[src/rtl/edma_pkg.sv]
// Shared eDMA definitions: channel FSM state encodings, also used for
// status readback in the register file.
package edma_pkg;

  typedef enum logic [2:0] {
    ST_IDLE   = 3'd0,
    ST_START  = 3'd1,
    ST_ACTIVE = 3'd2,
    ST_DONE   = 3'd3,
    ST_ERROR  = 3'd4
  } edma_state_t;

endpackage

[src/rtl/edma_ctrl.sv]
// eDMA channel controller: sequences one channel through IDLE/START/ACTIVE/
// DONE/ERROR, generates count/address update strobes and a sticky irq.
import edma_pkg::*;

module edma_ctrl (
  input  logic        clk,
  input  logic        reset,
  input  logic        dma_en,
  input  logic        mastermode,
  input  logic        chainmode,
  input  logic        irqmask,
  input  logic [31:0] count_reg,
  input  logic        access_in,
  input  logic        wait_in,
  output logic        master_active,
  output logic        update,
  output logic        update2d,
  output logic        irq,
  output logic [2:0]  dma_state
);

  edma_state_t state_q, state_d;
  logic        entered_q, entered_d;
  logic        irq_q, irq_d;
  logic        last_xfer;

  always_comb begin
    master_active = (state_q == ST_ACTIVE) & mastermode;
    update        = (state_q == ST_ACTIVE) & dma_en & ~wait_in & (mastermode | access_in);
    update2d      = update & (count_reg[15:0] == 16'd1) & (count_reg[31:16] != 16'd0);
    last_xfer     = update & (count_reg == 32'd1);
    dma_state     = state_q;
    irq           = irq_q;
  end

  always_comb begin
    state_d = state_q;
    case (state_q)
      ST_IDLE:   if (dma_en) state_d = ST_START;
      ST_START:  state_d = (count_reg == '0) ? ST_ERROR : ST_ACTIVE;
      ST_ACTIVE: begin
        if (!dma_en)        state_d = ST_IDLE;
        else if (last_xfer) state_d = ST_DONE;
      end
      ST_DONE:   state_d = (chainmode & dma_en) ? ST_START : ST_IDLE;
      ST_ERROR:  if (!dma_en) state_d = ST_IDLE;
      default:   state_d = ST_IDLE;
    endcase
    entered_d = (state_d != state_q);
  end

  // irq is set during the first cycle spent in DONE/ERROR, so it becomes
  // visible one cycle after entry; a coincident clear loses to the set.
  always_comb begin
    irq_d = (entered_q & ((state_q == ST_DONE) | (state_q == ST_ERROR)) & ~irqmask)
          | (irq_q & dma_en);
  end

  always_ff @(posedge clk) begin
    if (reset) begin
      state_q   <= ST_IDLE;
      entered_q <= 1'b0;
      irq_q     <= 1'b0;
    end else begin
      state_q   <= state_d;
      entered_q <= entered_d;
      irq_q     <= irq_d;
    end
  end

endmodule

[config.mk]
export PLATFORM = sky130hd
export DESIGN_NAME = edma_ctrl
export DESIGN_NICKNAME = d
export VERILOG_FILES = /design/src/rtl/edma_pkg.sv /design/src/rtl/edma_ctrl.sv
export SDC_FILE = /design/constraint.sdc
export NUM_CORES = 1
export LEC_CHECK = 0
export ABC_AREA = 0
export CORE_UTILIZATION = 22
export CTS_CLUSTER_DIAMETER = 40
export DETAILED_ROUTE_END_ITERATION = 10
export PLACE_DENSITY = 0.74
export SLEW_MARGIN = 40
export SYNTH_ARGS = -nofsm -noshare
export SYNTH_HDL_FRONTEND = slang
export SYNTH_SLANG_ARGS = --single-unit
[constraint.sdc]
create_clock -name clk -period 1.23 [get_ports clk]
set_input_delay 0.246 -clock clk [delete_from_list [all_inputs] [get_ports clk]]
set_output_delay 0.246 -clock clk [all_outputs]
set_load 0.02 [all_outputs]
[After elaboration in Yosys (flattened, before gate mapping)]
Index checks and enable logic that the tools add are counted.
Storage, ports and cells
  bits in registers: 5
  output and inout bits: 7
Operators by class
  equality and inequality tests: 7
  mux-type cells: 7
  bitwise operators: 16
  reductions and logical operators: 3
Operators by type and width (number)
  equality test 32 x 1 -> 1 bit, second input constant: 1
  zero test 32 bit: 1
  equality test 16 x 1 -> 1 bit, second input constant: 1
  nonzero test 16 bit: 1
  two-way mux 3 bit: 5
  case mux 3 bit (5 select lines): 1
  bitwise AND 1 bit: 11
  equality test 3 x 2 -> 1 bit, second input constant: 2
  equality test 3 x 1 -> 1 bit, second input constant: 1
  equality test 3 bit, second input constant: 1
  zero test 3 bit: 1
  inequality test 3 bit: 1
  OR 1 bit: 3
  NOT 1 bit: 2
  two-way mux 1 bit: 1

[Longest topological paths before layout]
  depth after elaboration: 9
  mapped depth: 4
  gate-level depth less buffers: 4

[Worst setup path after synthesis]
Ideal clock, no wire load.
  path type: reg-to-output
  start: register state_q[2], in the netlist dma_state[2]
  end: output port update2d
  arrival: 1688 ps
  data required time: 984 ps
  slack: -704 ps
  cell stages (with the launch flop): 5
  cells stage by stage: dfxtp_1 nand4bb_4 nor2_1 nand2_1 nor3b_1
Between the ends
  cells in the longest elaborated chain, start to end: 6
Ends and longest elaborated chain
  start: declaration: RTL line edma_ctrl.sv:22  | edma_state_t state_q, state_d;
  start signal: assignment: RTL line edma_ctrl.sv:65  | state_q <= state_d;
  equality test 3 x 2 -> 1 bit: RTL line edma_ctrl.sv:29  | update = (state_q == ST_ACTIVE) & dma_en & ~wait_in & (mastermode | access_in);
  bitwise AND 1 bit (3 in a row): RTL line edma_ctrl.sv:29
  net update: RTL line edma_ctrl.sv:16  | output logic update,
  bitwise AND 1 bit (2 in a row): RTL line edma_ctrl.sv:30  | update2d = update & (count_reg[15:0] == 16'd1) & (count_reg[31:16] != 16'd0);
  end: declaration: RTL line edma_ctrl.sv:17  | output logic update2d,
The timed path passes the listed nets, and every way through them passes these cells.

[Worst setup path after layout]
  start: register state_q[2], in the netlist dma_state[2]
  end: output port update2d
Between the ends
  cells in the longest elaborated chain, start to end: 6
Ends and longest elaborated chain (RTL line)
  equality test 3 x 2 -> 1 bit: edma_ctrl.sv:29
  bitwise AND 1 bit (3 in a row): edma_ctrl.sv:29
  bitwise AND 1 bit (2 in a row): edma_ctrl.sv:30
Every way passes these cells.

==> results by group <==
Clock tree
  • Worst skew pair latency: 0.25 ns
  • Clk root buf: clkbuf_4
  • Worst-path clk slew: 0.05 ns
  • TritonCTS Buffers: 3
  • Buffer depth of the longest clock path: 2
  • H-tree depth: 1
  • Hold Buf Count CTS: 0
  • Clk sink count: 5
  • CTS tree: done

Critical path
  • CP endpoint kind: output port
  • Largest stage delay, worst path: 0.31 ns
  • Worst path top cell family by delay: simple AND/OR/NAND/NOR gates
  • Critical Setup Path Class: flip-flop to output port
  • Worst path cell trace: nand4bb_4 -> nor2_4 -> nand2_2 -> nor3b_4 -> buf_6
  • CP startpoint kind: flip-flop
  • Crit path max-delay cell type: dfxtp_2
  • CP required: 0.98 ns
  • Bufs and invs on worst path: 1
  • Crit path max fanout: 2
  • Crit path DAT: 1.32 ns

Global route
  • Global-route wire length before repair: 2970 um
  • GRT Total Usage: 21.9%
  • Grt ovf: 0
  • Number of global-route vias before repair: 707
  • Largest net degree at the start of global routing: 9
  • Initial antenna violation count: 0

Synthesis
  • Post-synthesis sequential area ratio: 27.4%
  • Yosys Warn Count: 0
  • Most used DFF post-synth: dfxtp_1
  • Post-synth top cells: nor4_1, dfxtp_1, nor2_1
  • Unique masters post-synth: 25
  • Number of synthesized flops with an enable pin: 0
  • Cells after synthesis: 43
  • Synth top area cells: dfxtp_1, nor4_1, nand4bb_4
  • #FFs+latches synth: 5
  • Net count after synthesis: 83
  • Yosys top cell area share: 27.4%
  • Cell taking the most area after synthesis: dfxtp_1
  • Post-Syn Area: 365 um^2
  • Mean Syn Cell Area: 8.50 um^2
  • Post-synth ARST share: 0%
  • Most used standard cell by instance count after synthesis: nor4_1

Place
  • Inst Count DP: 118
  • RePlAce Congestion: 0.726
  • Port Buffers: 46
  • DPL Wire Length: 1310 um

Route
  • Total wire length: 1920 um
  • Residual DRC: 0
  • Final antenna-violating net count: 0
  • Number of detailed-route iterations in the first pass: 6
  • Detailed Route Iter0 Violations: 3
  • DR vias: 635
  • Vias per cell: 5.12
  • Drt wl/cell: 15.5 um

Layout
  • Fillers: 112
  • Layout area overhead: 203%
  • ANT cells: 0
  • Final core utilization: 72.7%
  • Final net count: 149
  • Final Non-Filler Cells: 124
  • Share of layout cells above drive strength 1: 63.9%

Floorplan
  • Die ar.: 0.00183 mm^2
  • Row Count: 14
  • Initial Util: 24.0%
  • Die width: 42.8 um
  • Std-Cell Core Area: 0.00152 mm^2
  • Boundary pin count: 47
  • Die height: 42.8 um

STA
  • RSZ-0062 raised after global routing: yes
  • Max Freq: 0.640 GHz
  • Fin crit period: 1.56 ns
  • Worst setup margin: -0.332 ns
  • Final slew viol count: 0
  • Slew at the pin closest to its max-slew limit: 0.250 ns
  • Setup violators final: 7
  • Final hold violations: 0
  • Period utilization: 127%
  • Worst Skew: 0.00521 ns
  • Worst slew margin: 83.2%

Pwr
  • VDD IR max: 434 uV
  • Power Density: 546 mW/mm^2
  • Leak pwr: 0.476 nW
  • Final total power: 0.000605 W

Run
  • Max-cap violation count: 0

Run status
  • Failing checks: setup timing
  • Status: finished with violations

Hold path
  • Hold WC Path Type: flip-flop to flip-flop
## repair_timing
| item | in CTS | in global routing |
|---|---|---|
| endpoints found under the setup margin | 11 | 9 |
| endpoints found under the hold margin | 0 | 0 |
| pin swaps | 19 | 16 |
| setup buffers | 3 | 1 |
| gates resized for setup | 130 | 31 |
## logic make-up (layout without fill, tap and decap cells)
group | Yosys count | after routing | share of synthesized area (%)
buf+inv | 0 | 65 | 0
simple gates | 27 | 27 | 51.4
xor+xnor | 1 | 1 | 2.40
flops | 5 | 5 | 27.4
compound gates | 10 | 10 | 18.8
## where the power goes
group	switching, W	internal (W)	leakage [nW]
combinational	0.0000966	0.000140	0.419
clock	0.0000722	0.000123	0.0150
sequential	0.00000383	0.000169	0.0425
total	0.000173	0.000433	0.476
## stage by stage
stage | area [um^2] | setup WS (ns) | TNS, ns | hold slack, ns
after floorplan | 393 | -0.172 | -0.477 | 0.308
after CTS | 1040 | -0.363 | -1.51 | 0.467
after detailed placement | 971 | -1.07 | -5.41 | 0.454
final | 1110 | -0.332 | -1.23 | 0.469
after global routing | 1110 | -0.385 | -1.51 | 0.501
after global placement | 971 | -1.03 | -5.19 | 0.452
## path summary, 6_finish.rpt
kind,start,depth (start not counted),slack (ns),to
worst min-delay path,entered_q,2,0.47,irq
worst max register to register,dma_state[2],4,-0.21,entered_q
worst min register to register,entered_q,2,0.47,irq
worst max-delay path,dma_state[2],5,-0.33,update2d
## layout make-up
cell class | count | area, um^2 | share of cell area, %
timing repair buffer | 61 | 517 | 46.6
tap | 16 | 20.0 | 1.81
multi-input combinational | 38 | 439 | 39.6
sequential | 5 | 106 | 9.59
clock buffer | 4 | 26.3 | 2.37
## cells in the final DEF, fill, tap and decap left out, types with 2 or more instances in the layout
| cell type | count |
|---|---|
| nand2_1 | 2 |
| nand4_1 | 2 |
| buf_6 | 15 |
| clkbuf_2 | 8 |
| nor2_1 | 3 |
| dlygate4sd2_1 | 4 |
| clkdlybuf4s15_1 | 8 |
| buf_2 | 9 |
| dfxtp_1 | 2 |
| nor4_4 | 5 |
| clkdlybuf4s50_1 | 4 |
| dlymetal6s2s_1 | 2 |
| clkbuf_4 | 3 |
| buf_4 | 11 |
| dfxtp_2 | 2 |
## sequential cells by signal, summed over array words and instances (netlist names)
| name | cells |
|---|---|
| dma_state | 3 |
| entered_q | 1 |
| irq | 1 |
## routing by layer
layer	vias to the layer above	part of all wire (%)	global-route usage (%)
met5	-	0	0
met4	0	0	1.88
met3	0	8.4	8.09
met2	42	55	43.0
met1	288	37	22.1
li1	305	-	-
## tightest hold or removal path: stages, from the launching register on
cell and delay, ns:
dfxtp_1 0.29, nand3b_1 0.07, a21oi_1 0.06
Note: power is estimated with default switching activity, not from simulation.
